### src/rtl/read_return_buffer_if.sv
// Handshake bundle between axi_read, the DRAM read backend and the read
// return buffer. The buffer connects through the slave modport; the master
// modport is the surrounding environment (front end plus backend).
interface read_return_buffer_if #(
    parameter int ADDR_W = 8,
    parameter int DATA_W = 64
);
    logic              rstrobe;
    logic [ADDR_W-1:0] selected_addr;
    logic [1:0]        tid_in;
    logic              mem_req;
    logic [ADDR_W-1:0] mem_addr;
    logic              mem_ack;
    logic [DATA_W-1:0] mem_rdata;
    logic              mem_rvalid;
    logic              mem_rerr;
    logic              ren;
    logic [DATA_W-1:0] rdata;
    logic              rvalid;
    logic [1:0]        tid_out;
    logic              rerr;
    logic              rfull;
    logic              stray_err;

    modport master (
        output rstrobe, selected_addr, tid_in, mem_ack, mem_rdata, mem_rvalid,
               mem_rerr, ren,
        input  mem_req, mem_addr, rdata, rvalid, tid_out, rerr, rfull, stray_err
    );

    modport slave (
        input  rstrobe, selected_addr, tid_in, mem_ack, mem_rdata, mem_rvalid,
               mem_rerr, ren,
        output mem_req, mem_addr, rdata, rvalid, tid_out, rerr, rfull, stray_err
    );
endinterface

### src/rtl/read_return_buffer.sv
// Read return buffer: queues beat requests from axi_read, issues them in
// order to the memory backend, tags returning beats with their transaction
// ID and presents them through a show-ahead FIFO under credit backpressure.

// Show-ahead FIFO with cleared storage on reset. Callers guarantee no push
// when full and no pop when empty.
module rrb_fifo #(
    parameter int W     = 8,
    parameter int DEPTH = 8
) (
    input  logic                     clk,
    input  logic                     n_rst,
    input  logic                     push,
    input  logic [W-1:0]             din,
    input  logic                     pop,
    output logic [W-1:0]             dout,
    output logic [$clog2(DEPTH):0]   cnt
);
    localparam int AW = $clog2(DEPTH);

    logic [W-1:0]  mem_q [DEPTH];
    logic [W-1:0]  mem_d [DEPTH];
    logic [AW-1:0] wp_q, wp_d, rp_q, rp_d;
    logic [AW:0]   cnt_q, cnt_d;

    // Next storage, pointers and occupancy; pointers wrap modulo DEPTH.
    always_comb begin
        mem_d = mem_q;
        wp_d  = wp_q;
        rp_d  = rp_q;
        if (push) begin
            mem_d[wp_q] = din;
            wp_d        = wp_q + AW'(1);
        end
        if (pop) rp_d = rp_q + AW'(1);
        cnt_d = cnt_q + (AW+1)'(push) - (AW+1)'(pop);
    end

    // Storage and pointer registers.
    always_ff @(posedge clk or negedge n_rst) begin
        if (!n_rst) begin
            for (int i = 0; i < DEPTH; i++) mem_q[i] <= '0;
            wp_q  <= '0;
            rp_q  <= '0;
            cnt_q <= '0;
        end else begin
            mem_q <= mem_d;
            wp_q  <= wp_d;
            rp_q  <= rp_d;
            cnt_q <= cnt_d;
        end
    end

    assign dout = mem_q[rp_q];
    assign cnt  = cnt_q;
endmodule

module read_return_buffer #(
    parameter int DEPTH  = 8,
    parameter int ADDR_W = 8,
    parameter int DATA_W = 64
) (
    input logic                clk,
    input logic                n_rst,
    read_return_buffer_if.slave bus
);
    localparam int CW = $clog2(DEPTH) + 1;

    typedef enum logic {S_IDLE, S_REQ} state_t;

    state_t          state_q, state_d;
    logic [CW-1:0]   credits_used_q, credits_used_d;
    logic            stray_err_q, stray_err_d;

    logic            accept, pop, req_pop, tag_pop;
    logic            req_empty, tag_empty, data_empty;
    logic [CW-1:0]   req_cnt, tag_cnt, data_cnt, req_cnt_nx;
    logic [ADDR_W+1:0] req_head;
    logic [1:0]      tag_head;
    logic [DATA_W+2:0] data_head;

    // Credits are taken at acceptance and returned only when a beat leaves
    // the output, so every downstream queue is bounded by DEPTH.
    assign bus.rfull = (credits_used_q == CW'(DEPTH));
    assign accept    = bus.rstrobe && !bus.rfull;
    assign pop       = bus.ren && bus.rvalid;
    assign req_pop   = (state_q == S_REQ) && bus.mem_ack;
    // Tag emptiness is the pre-cycle value: an ack in this cycle cannot
    // cover a return in the same cycle.
    assign tag_pop   = bus.mem_rvalid && !tag_empty;

    assign req_empty  = (req_cnt == '0);
    assign tag_empty  = (tag_cnt == '0);
    assign data_empty = (data_cnt == '0);
    assign req_cnt_nx = req_cnt + CW'(accept) - CW'(req_pop);

    rrb_fifo #(.W(ADDR_W + 2), .DEPTH(DEPTH)) u_req_q (
        .clk(clk), .n_rst(n_rst),
        .push(accept), .din({bus.selected_addr, bus.tid_in}),
        .pop(req_pop), .dout(req_head), .cnt(req_cnt)
    );

    rrb_fifo #(.W(2), .DEPTH(DEPTH)) u_tag_q (
        .clk(clk), .n_rst(n_rst),
        .push(req_pop), .din(req_head[1:0]),
        .pop(tag_pop), .dout(tag_head), .cnt(tag_cnt)
    );

    rrb_fifo #(.W(DATA_W + 3), .DEPTH(DEPTH)) u_data_q (
        .clk(clk), .n_rst(n_rst),
        .push(tag_pop), .din({tag_head, bus.mem_rerr, bus.mem_rdata}),
        .pop(pop), .dout(data_head), .cnt(data_cnt)
    );

    // Issue FSM: enter REQ as soon as a request is (or is being) queued, so
    // mem_req rises the cycle after rstrobe; leave when the last one is acked.
    always_comb begin
        state_d = state_q;
        case (state_q)
            S_IDLE: if (!req_empty || accept) state_d = S_REQ;
            S_REQ:  if (req_cnt_nx == '0)     state_d = S_IDLE;
            default: state_d = S_IDLE;
        endcase
    end

    // Credit counter and sticky stray-return flag.
    always_comb begin
        credits_used_d = credits_used_q + CW'(accept) - CW'(pop);
        stray_err_d    = stray_err_q | (bus.mem_rvalid && tag_empty);
    end

    // Control registers.
    always_ff @(posedge clk or negedge n_rst) begin
        if (!n_rst) begin
            state_q        <= S_IDLE;
            credits_used_q <= '0;
            stray_err_q    <= 1'b0;
        end else begin
            state_q        <= state_d;
            credits_used_q <= credits_used_d;
            stray_err_q    <= stray_err_d;
        end
    end

    // mem_addr follows the queue head, which cannot move until the ack.
    assign bus.mem_req   = (state_q == S_REQ);
    assign bus.mem_addr  = bus.mem_req ? req_head[ADDR_W+1:2] : '0;
    assign bus.rvalid    = !data_empty;
    assign bus.tid_out   = data_head[DATA_W+2:DATA_W+1];
    assign bus.rerr      = data_head[DATA_W];
    assign bus.rdata     = data_head[DATA_W-1:0];
    assign bus.stray_err = stray_err_q;
endmodule

### src/flat_wrapper.sv
// flat-port wrapper written by rule: the top's interface ports become plain ports
module read_return_buffer_flat 
#(
    parameter int DEPTH  = 8,
    parameter int ADDR_W = 8,
    parameter int DATA_W = 64
)
  (clk, n_rst, bus_rstrobe, bus_selected_addr, bus_tid_in, bus_mem_ack, bus_mem_rdata, bus_mem_rvalid, bus_mem_rerr, bus_ren, bus_mem_req, bus_mem_addr, bus_rdata, bus_rvalid, bus_tid_out, bus_rerr, bus_rfull, bus_stray_err);
  read_return_buffer_if #(.ADDR_W(ADDR_W), .DATA_W(DATA_W)) bus_i ();
  input logic clk;
  input logic n_rst;
  input wire logic [$bits(bus_i.rstrobe)-1:0] bus_rstrobe;
  input wire logic [$bits(bus_i.selected_addr)-1:0] bus_selected_addr;
  input wire logic [$bits(bus_i.tid_in)-1:0] bus_tid_in;
  input wire logic [$bits(bus_i.mem_ack)-1:0] bus_mem_ack;
  input wire logic [$bits(bus_i.mem_rdata)-1:0] bus_mem_rdata;
  input wire logic [$bits(bus_i.mem_rvalid)-1:0] bus_mem_rvalid;
  input wire logic [$bits(bus_i.mem_rerr)-1:0] bus_mem_rerr;
  input wire logic [$bits(bus_i.ren)-1:0] bus_ren;
  output wire logic [$bits(bus_i.mem_req)-1:0] bus_mem_req;
  output wire logic [$bits(bus_i.mem_addr)-1:0] bus_mem_addr;
  output wire logic [$bits(bus_i.rdata)-1:0] bus_rdata;
  output wire logic [$bits(bus_i.rvalid)-1:0] bus_rvalid;
  output wire logic [$bits(bus_i.tid_out)-1:0] bus_tid_out;
  output wire logic [$bits(bus_i.rerr)-1:0] bus_rerr;
  output wire logic [$bits(bus_i.rfull)-1:0] bus_rfull;
  output wire logic [$bits(bus_i.stray_err)-1:0] bus_stray_err;
  assign bus_i.rstrobe = bus_rstrobe;
  assign bus_i.selected_addr = bus_selected_addr;
  assign bus_i.tid_in = bus_tid_in;
  assign bus_i.mem_ack = bus_mem_ack;
  assign bus_i.mem_rdata = bus_mem_rdata;
  assign bus_i.mem_rvalid = bus_mem_rvalid;
  assign bus_i.mem_rerr = bus_mem_rerr;
  assign bus_i.ren = bus_ren;
  assign bus_mem_req = bus_i.mem_req;
  assign bus_mem_addr = bus_i.mem_addr;
  assign bus_rdata = bus_i.rdata;
  assign bus_rvalid = bus_i.rvalid;
  assign bus_tid_out = bus_i.tid_out;
  assign bus_rerr = bus_i.rerr;
  assign bus_rfull = bus_i.rfull;
  assign bus_stray_err = bus_i.stray_err;
  read_return_buffer #(.DEPTH(DEPTH), .ADDR_W(ADDR_W), .DATA_W(DATA_W)) u_core (.clk(clk), .n_rst(n_rst), .bus(bus_i));
endmodule
### config.mk
export PLATFORM = sky130hd
export DESIGN_NAME = read_return_buffer_flat
export DESIGN_NICKNAME = d
export VERILOG_FILES = /design/src/rtl/read_return_buffer_if.sv /design/src/rtl/read_return_buffer.sv /design/src/flat_wrapper.sv
export SDC_FILE = /design/constraint.sdc
export NUM_CORES = 1
export LEC_CHECK = 0
export ABC_AREA = 1
export BUFFER_PORTS_ARGS = -buffer_cell sky130_fd_sc_hd__buf_4
export CAP_MARGIN = 0
export CORE_UTILIZATION = 30
export CTS_CLUSTER_DIAMETER = 60
export DETAILED_ROUTE_END_ITERATION = 10
export GPL_ROUTABILITY_DRIVEN = 0
export MAX_ROUTING_LAYER = met4
export PLACE_DENSITY_LB_ADDON = 0.3
export REMOVE_ABC_BUFFERS = 1
export SETUP_SLACK_MARGIN = 0.15
export SYNTH_ARGS = -nofsm -noshare
export SYNTH_HDL_FRONTEND = slang
export SYNTH_HIERARCHICAL = 1
export SYNTH_SLANG_ARGS = --single-unit
### constraint.sdc
create_clock -name clk -period 2.55 [get_ports clk]
set_input_delay 0.1275 -clock clk [delete_from_list [all_inputs] [get_ports clk]]
set_output_delay 0.1275 -clock clk [all_outputs]
set_load 0.02 [all_outputs]
# == After elaboration in Yosys (flattened, before gate mapping) ==
# Index checks and enable logic that the tools add are counted.
# totals
reg_bits,668
inputBits,81
output_inout_bits,79
wordCells,107
# classes
addsub,14
n_lt_le_gt_ge,9
n_eq_ne,1
n_mux,22
bitwise,8
n_reduce_logical,17
# op_table
op,n
536-bit bitwise mux,1
67-bit binary-select mux with 3-bit select,1
67-bit demux with 3-bit select,1
67-bit two-way mux,3
80-bit bitwise mux,1
10-bit binary-select mux with 3-bit select,1
10-bit demux with 3-bit select,1
10-bit two-way mux,3
"4-bit >= comparator, second input constant",6
3-bit NOT with 4-bit output,6
"3-bit by 1-bit adder with 3-bit output, second input constant",6
4-bit by 1-bit adder with 4-bit output,4
16-bit bitwise mux,1
4-bit zero test,4
4-bit by 1-bit subtractor with 4-bit output,4
"4-bit by 1-bit < comparator with 1-bit output, second input constant",3
1-bit logical AND,8
8-bit two-way mux,1
2-bit binary-select mux with 3-bit select,1
2-bit demux with 3-bit select,1
2-bit two-way mux,3
"4-bit == test, second input constant",1
1-bit zero test,4
1-bit two-way mux,2
4 further kinds,4

# == Longest topological paths before layout ==
# Gate-level depths: netlist of the first run.
# logic_depth
word_depth,8
depth_mapped,15
ltp_nobuf,15

# == By module ==
# The synthesis of the first run kept the hierarchy.
# by_module_without_submodules
mod,n_inst,cells_each,area_each_um2,seq_area_each_um2
rrb_fifo (u_core.u_data_q),1,3625,26550.5,13663.1
rrb_fifo (u_core.u_req_q),1,590,4618.2,2252.2
rrb_fifo (u_core.u_tag_q),1,163,1336.3,650.6
read_return_buffer,1,92,655.6,150.1

# == Worst setup path before layout of the first run ==
# OpenSTA, ideal clock, no wires.
# synth_timing
path_kind,reg2reg
start,"register u_core.u_tag_q.cnt_q[1], in the netlist u_core/u_tag_q/cnt[1]"
end,"register u_core.u_tag_q.cnt_q[2], in the netlist u_core/u_tag_q/cnt[2]"
setup_ns,0.123
arrival_ns,2.368
required_time_ns,2.427
path_slack_ns,0.060
path_stages_with_launch,9
n_path_buf,0
synth_period_minus_slack_ns,2.490
path_cell_list,dfrtp_1 > nor2_1 > a21boi_0 > ha_1 > inv_1 > ha_1 > inv_1 > fa_1 > xnor2_1
# synth_between
elab_chain_cells,4
elab_cells_between_ends,5
classes_between,2 x add/sub; 3 x reduce/logical
# synth_rtl
item,line_no,rtl
from (decl),read_return_buffer.sv:24,"logic [AW:0] cnt_q, cnt_d;"
from (signal assigned),read_return_buffer.sv:50,cnt_q <= cnt_d;
4-bit zero test,read_return_buffer.sv:93,assign tag_empty = (tag_cnt == '0);
1-bit zero test,read_return_buffer.sv:90,assign tag_pop = bus.mem_rvalid && !tag_empty;
1-bit logical AND,read_return_buffer.sv:90,
via u_core.tag_pop,read_return_buffer.sv:75,"logic accept, pop, req_pop, tag_pop;"
4-bit by 1-bit subtractor with 4-bit output,read_return_buffer.sv:36,cnt_d = cnt_q + (AW+1)'(push) - (AW+1)'(pop);
via u_core.u_tag_q.cnt_d[2],read_return_buffer.sv:24,
# The timed path passes the listed nets, and every way through them passes these cells.
# A chain may end at the register's enable or synchronous reset.

# == Worst setup path in the final report of the first run ==
# layout_timing
start,register u_core.u_data_q.rp_q[0]
end,output port bus_rdata[42]
# layout_between
elab_chain_cells,4
# layout_rtl
item,line_no,rtl
from (decl),read_return_buffer.sv:23,"logic [AW-1:0] wp_q, wp_d, rp_q, rp_d;"
from (signal assigned),read_return_buffer.sv:49,rp_q <= rp_d;
3-bit NOT with 4-bit output (implied by the code),read_return_buffer.sv:54,assign dout = mem_q[rp_q];
67-bit binary-select mux with 3-bit select,read_return_buffer.sv:54,
67-bit two-way mux (implied by the code) (2 in a row),read_return_buffer.sv:54,
to (decl),flat_wrapper.sv:22,output wire logic [$bits(bus_i.rdata)-1:0] bus_rdata;
# No other way between the ends. The select of a mux whose other input is x is not followed.

==> results of run 1 <==
==> stage by stage <==
step	setup slack (ns)	total power [mW]	cell area (um^2)
after floorplan	-6.770	33.17	31940
after global placement	0.1076	42.68	36130
after detailed placement	0.02493	43.15	36130
after CTS	0.08413	57.86	40590
after global routing	0.07266	63.55	41120
final	0.1661	58.45	41120
==> worst max-delay path, stage by stage (launching register included) <==
cell and delay (ns):
dfrtp_4 0.50, buf_4 0.22, buf_4 0.19, inv_6 0.13, nand2_1 0.07, nand3_1 0.07
nand2_1 0.06, nand2_1 0.06, nand2_1 0.13, buf_4 0.19
==> cell usage after synthesis <==
| cell type | count |
|---|---|
| inv_2 | 10 |
| nor3b_2 | 1 |
| xor2_1 | 18 |
| nand3_2 | 4 |
| buf_6 | 21 |
| clkinv_1 | 2 |
| buf_2 | 95 |
| clkbuf_1 | 106 |
| dfrtp_1 | 668 |
| a31o_2 | 1 |
| o21ai_1 | 125 |
| buf_4 | 4 |
| nor2_2 | 3 |
| nand2_1 | 1712 |
| fa_1 | 5 |
| ha_1 | 28 |
| nand3_1 | 325 |
| xnor2_1 | 5 |
| nor3_4 | 3 |
| o21ai_0 | 483 |
| a21boi_0 | 2 |
| nor2_4 | 2 |
| nand2_2 | 4 |
| o21ai_2 | 30 |
| nor2_1 | 13 |
| a21oi_1 | 5 |
| inv_1 | 774 |
| buf_1 | 21 |
==> power by group through the flow <==
stage | registers [mW] | logic (mW) | clock network [mW]
global placement | 17.9 | 24.8 | 0
CTS | 17.8 | 27.1 | 12.9
global route | 18.5 | 31.7 | 13.4
finish | 17.9 | 28.1 | 12.5
detailed placement | 18.0 | 25.1 | 0
floorplan | 18.1 | 15.1 | 0
==> cell families (layout without fill, tap and decap cells) <==
logic type               count (synthesis)  in the layout  share of synthesized area
AO/OA/AOI/OAI                          646            646                     0.1012
flip-flops                             668            668                     0.5041
XOR/XNOR                                23             23                   0.006075
adder cells (fa/ha/maj)                 33             33                    0.01358
buffers and inverters                 1033           1302                     0.1257
other                                    0              4                          0
AND/OR/NAND/NOR                       2067           2067                     0.2494
==> flip-flops by register name (all words and copies together) (netlist names) <==
register and count:
u_core/bus.mem_req 1, u_core/bus.stray_err 1, u_core/credits_used_q 4, u_core/u_data_q/cnt 4
u_core/u_data_q/mem_q 536, u_core/u_data_q/rp_q 3, u_core/u_data_q/wp_q 3, u_core/u_req_q/cnt 4
u_core/u_req_q/mem_q 80, u_core/u_req_q/rp_q 3, u_core/u_req_q/wp_q 3, u_core/u_tag_q/cnt 4
u_core/u_tag_q/mem_q 16, u_core/u_tag_q/rp_q 3, u_core/u_tag_q/wp_q 3
==> per-layer routing <==
layer | wire length, um | global-route usage | vias to the layer above
met2 | 44390 | 0.2712 | 553
met1 | 46030 | 0.2369 | 12820
li1 | - | - | 13990
met5 | 0 | - | -
met3 | 4421 | 0.02672 | 148
met4 | 2263 | 0.04958 | 0
==> worst max-delay path by stage <==
stage                                 start                  endpoint  cells after the start
CTS                 u_core/u_data_q/rp_q[0]             bus_rdata[57]                      9
floorplan           u_core/u_data_q/rp_q[0]              bus_rdata[0]                      6
detailed placement   u_core/u_data_q/cnt[1]  u_core/credits_used_q[2]                      8
finish              u_core/u_data_q/rp_q[0]             bus_rdata[42]                      9
global placement     u_core/u_data_q/cnt[2]  u_core/credits_used_q[1]                      8
global route        u_core/u_data_q/rp_q[0]             bus_rdata[62]                     10
==> area by class of cell <==
class,count,area (um^2),share of cell area
flip-flops and latches,668,16730,0.4068
multi-input cells,2769,12460,0.3031
repair buffers,352,4081,0.09927
inverters,786,2989,0.07270
clock buffers,126,2590,0.06299
well taps,1476,1847,0.04492
clock inverters,36,384.1,0.009342
repair inverters,2,25.02,0.0006086
diodes,4,10.01,0.0002434
==> timing repair <==
item / in CTS / in global routing
hold endpoints to repair: 1001 / 0
resized for setup: 37 / 71
endpoints found under the setup margin: 71 / 75
buffers inserted: 12 / 0
cloned: 15 / 13
hold buffers: 81 / 0
pin swaps: 2 / 31
==> run summary, run 1 <==
Status - finished clean
Starting Density - 0.3038
Slew Viols, Final - 0
Clock sink total - 668
Worst Path Arrival - 2.26 ns
Slew headroom - 0.5015
Total global routing overflow - 0
Clk root buf - clkbuf_16
Register bit count reported by yosys - 668
Most common cell after layout, fill and taps aside - nand2_1
Post-Syn Area per Cell - 7.418 um^2
R2R setup slack - 0.34 ns
Max FO, Critical Path - 13
First-pass GRT wire length - 150,200 um
R2r worst-path depth - 7
Switch Pwr - 24.85 mW
Most frequent cells in the layout - 1,666 x nand2_1, 772 x inv_1, 665 x dfrtp_1, 483 x o21ai_0, 322 x nand3_1
Core Region - 0.1092 mm^2
Vias per cell - 4.424
IO Port Bufs - 159
Nets@finish - 4,785
Setup TNS - 0 ns
Netlist Area Pre-Place - 0.03316 mm^2
Startpoint Class - flop
Internal - 33.61 mW
Post-layout util - 0.3767
Number of global-route vias before repair - 26,120
Yosys synthesis warning count - 6
Hold WS - 0.1178 ns
Minimum clock period - 2.384 ns
Cts bufs inserted - 92
DRC - 0
Htree depth - 3
Gr usage total - 0.1751
Post-Route WL - 97,100 um
Clk pwr share - 0.214
Worst IR Drop VDD - 819.9 uV
Mapped Cells - 4,470
Rows - 121
Lkg Pwr - 21.71 nW
Unrepaired setup endpoints after global routing - yes
Post-route insts no fill - 6,219
Max Freq - 0.4195 GHz
Endpoints failing hold - 0
Yosys cell types - 28
CTS Buffer Depth - 3
Via count - 27,510
Combinational power share - 0.481
Initial antenna violation count - 5
Crit Path Category - flop to output pin
Wirelength per Cell - 15.61 um
Top cell type's share of synthesized area - 0.5041
Final HPWL DP - 51,180 um
Reg-to-reg critical path startpoint - u_core/u_tag_q/cnt[1]
Syn-to-layout area delta - 23.99%
Die Area - 0.1119 mm^2
TritonCTS clock tree - built
R2r endpoint - u_core/u_data_q/mem_q[348]
Slew @ Worst Pin - 0.7477 ns
Sw Ratio - 0.4251
IO Pins - 160
Area leader, netlist - dfrtp_1
Critical path required time - 2.42 ns
Critical Path Sink Type - output pin
ANT nets after route - 0
Seq pwr share - 0.306
Hold Crit Class - primary input to async pin
Worst skew pair latency - 0.67 ns
Pwr/cell area - 1422 mW/mm^2
Max-cap viol count - 0
DR iter-0 viols - 1,957
Endpoints failing setup - 0
Placed insts - 5,932
First-pass detailed-route iteration total - 5
Share of cells above drive strength 1 - 0.1120
Clock slew at reported path FFs - 0.06 ns
Seq/Total Area, Yosys - 0.5041
Die Span Y - 334.5 um
Period utilisation layout - 0.9349
Skew final - 0.03455 ns
Synth top area cells - dfrtp_1 50%, nand2_1 19%, inv_1 8.8%
Die W - 334.5 um
Largest net degree at the start of global routing - 128
# fillers - 11,370
No activity file was read; power rests on OpenSTA's default activity.
==> run 2: changes to the inputs <==
--- a/config.mk
+++ b/config.mk
@@ -8,7 +8,7 @@
 export ABC_AREA = 1
 export BUFFER_PORTS_ARGS = -buffer_cell sky130_fd_sc_hd__buf_4
 export CAP_MARGIN = 0
-export CORE_UTILIZATION = 30
+export CORE_UTILIZATION = 45
 export CTS_CLUSTER_DIAMETER = 60
 export DETAILED_ROUTE_END_ITERATION = 10
 export GPL_ROUTABILITY_DRIVEN = 0
==> run 2 against run 1 <==
Hold slack lost 0.082 ns; cell count decreased by 8.8%; highest routed layer unchanged; critical path depth stayed put; global-route usage is 6.4 points higher; critical endpoint is now bus_rdata[5]; via count is 0.76% higher.
==> run summary, run 2 (synthesis gave the netlist of run 1 again) <==
Status - finished clean
Period utilisation layout - 0.9313 (-0.003580)
Initial antenna violation count - 3 (-2)
First-pass GRT wire length - 139,300 um (-7.3%)
IO Pins - 160 (unchanged)
Clk root buf - clkbuf_16
ANT nets after route - 0 (unchanged)
R2R setup slack - 0.43 ns (+0.09 ns)
Skew final - 0.04317 ns (+0.008620 ns)
Total global routing overflow - 0 (unchanged)
First-pass detailed-route iteration total - 5 (unchanged)
Critical Path Sink Type - output pin
Max FO, Critical Path - 51 (+38)
Clock sink total - 668 (unchanged)
Unrepaired setup endpoints after global routing - yes
# fillers - 6,848 (-40%)
Pwr/cell area - 1406 mW/mm^2 (-1.1%)
Slew @ Worst Pin - 0.5528 ns (-0.1949 ns)
Share of cells above drive strength 1 - 0.09975 (-0.01230)
DRC - 0 (unchanged)
TritonCTS clock tree - built
Max Freq - 0.4211 GHz (+0.38%)
Gr usage total - 0.2394 (+0.06427)
Syn-to-layout area delta - 19.52%
CTS Buffer Depth - 3 (unchanged)
Final non-filler cell area - 0.03963 mm^2 (-3.6%)
Crit path capture - bus_rdata[5]
Cts bufs inserted - 80 (-13%)
Worst Path Arrival - 2.25 ns (about the same)
Crit Path Category - flop to output pin
Critical path required time - 2.42 ns (about the same)
Startpoint Class - flop
Post-route insts no fill - 5,674 (-8.8%)
IO Port Bufs - 159 (unchanged)
Placed insts - 5,423 (-8.6%)
Most flops, register - u_core/u_data_q/mem_q
Clock slew at reported path FFs - 0.05 ns (about the same)
Hold WS - 0.03574 ns (-0.08207 ns)
Pwr Total - 55.71 mW (-4.7%)
Most common cell after layout, fill and taps aside - nand2_1
Top routing layer in use - met4
Largest net degree at the start of global routing - 107 (-16%)
Endpoints failing hold - 0 (unchanged)
Wirelength per Cell - 15.10 um (-3.3%)
Met3 wire length - 4695 um (+6.2%)
R2r endpoint - u_core/credits_used_q[1]
Rows - 99 (-18%)
Minimum clock period - 2.375 ns (-0.009130 ns)
Critical path startpoint - u_core/u_data_q/rp_q[0]
Starting Density - 0.4545 (+0.1507)
Die W - 273.5 um (-18%)
Met2 WL post-DR - 40,010 um (-9.9%)
Die Area - 0.07478 mm^2 (-33%)
Final HPWL DP - 46,780 um (-8.6%)
R2r worst-path depth - 8 (+1)
Nets@finish - 4,763 (-0.46%)
Die Span Y - 273.5 um (-18%)
DR iter-0 viols - 2,293 (+17%)
Slew headroom - 0.6307 (+0.1291)
Via count - 27,720 (+0.76%)
Largest register FFs - 536 (unchanged)
Endpoints failing setup - 0 (unchanged)
Worst skew pair latency - 0.64 ns (-0.03 ns)
Dpl cell area - 0.03551 mm^2 (-1.7%)
Most frequent cells in the layout - 1,702 x nand2_1, 771 x inv_1, 665 x dfrtp_1, 483 x o21ai_0, 325 x nand3_1
Post-Route WL - 85,670 um (-12%)
Biggest regs - u_core/u_data_q/mem_q: 536 flops, u_core/u_req_q/mem_q: 80 flops, u_core/u_tag_q/mem_q: 16 flops
Max-cap viol count - 0 (unchanged)
Vias per cell - 4.886 (+10%)
Hold Crit Class - primary input to flop
Slew Viols, Final - 0 (unchanged)
Reg-to-reg critical path startpoint - u_core/u_data_q/cnt[1]
Metal-1 WL - 38,970 um (-15%)
Worst IR Drop VDD - 1013 uV (+24%)
Number of global-route vias before repair - 26,450 (+1.3%)
Htree depth - 3 (unchanged)
Core Region - 0.07296 mm^2 (-33%)
Lkg Pwr - 21.40 nW (-1.4%)
run 2: changes by cell type in the layout (fill, tap and decap cells not counted), sizes merged, moves of 2 or more:
cell and delta:
inv -2, bufbuf +2, clkbuf -27, bufinv +6
buf -6
run 2: worst max-delay path, cell delays in order, from the launching register on:
cell,delay [ns]
dfrtp_4,0.49
buf_4,0.18
clkinv_16,0.12
buf_16,0.25
nand2_1,0.08
nand3_1,0.07
nand2_1,0.06
nand2_1,0.07
nand2_1,0.09
buf_4,0.17
run 2: area by class of cell:
cell class / count / area (um^2) / share of cell area
clock inverters: 39 / 535.5 / 0.01351
inverters: 786 / 2993 / 0.07551
clock buffers: 106 / 2230 / 0.05626
flip-flops and latches: 668 / 16720 / 0.4220
diodes: 3 / 7.507 / 0.0001894
repair inverters: 3 / 36.28 / 0.0009155
repair buffers: 341 / 3568 / 0.09004
multi-input cells: 2769 / 12340 / 0.3113
well taps: 959 / 1200 / 0.03028
run 2: power by group:
group          switching [mW]  total (mW)  internal [mW]
registers                2.44        17.9           15.5
clock network            4.68        11.8           7.14
logic                    16.3        26.0           9.72
total                    23.4        55.7           32.3
run 2: layer usage:
layer | track usage | vias up
li1 | - | 13960
met2 | 0.3823 | 683
met5 | - | -
met1 | 0.3195 | 12940
met3 | 0.03333 | 135
met4 | 0.06380 | 0
run 2: stage by stage:
step / setup TNS [ns] / utilization / setup WS (ns)
2_1_floorplan: -1053.93 / - / -6.770
3_3_place_gp: 0 / 0.4866 / 0.2208
3_5_place_dp: 0 / 0.4866 / 0.1784
4_1_cts: 0 / 0.5403 / 0.1516
5_1_grt: 0 / 0.5432 / 0.05773
6_report: 0 / 0.5432 / 0.1752
run 2: worst min-delay path by stage:
| stage | from | to | slack [ns] | depth (start not counted) |
|---|---|---|---|---|
| 6_report | bus_ren | u_core/u_data_q/rp_q[0] | 0.04 | 3 |
| 5_1_grt | bus_ren | u_core/u_data_q/rp_q[0] | 0.03 | 3 |
| 4_1_cts | bus_mem_ack | u_core/u_req_q/rp_q[0] | 0.0003 | 5 |
| 3_5_place_dp | n_rst | u_core/u_data_q/mem_q[40] | 0.09 | 1 |
| 3_3_place_gp | n_rst | u_core/u_data_q/mem_q[40] | 0.09 | 1 |
| 2_1_floorplan | n_rst | u_core/bus.mem_req | -0.17 | 0 |
run 2: repair_timing:
item                                    in CTS  in global routing
resized for setup                           11                 23
endpoints found under the hold margin     1037                  0
gates cloned                                 7                  6
hold buffers                                80                  0
setup buffers                               10                  0
endpoints found under the setup margin      64                 69
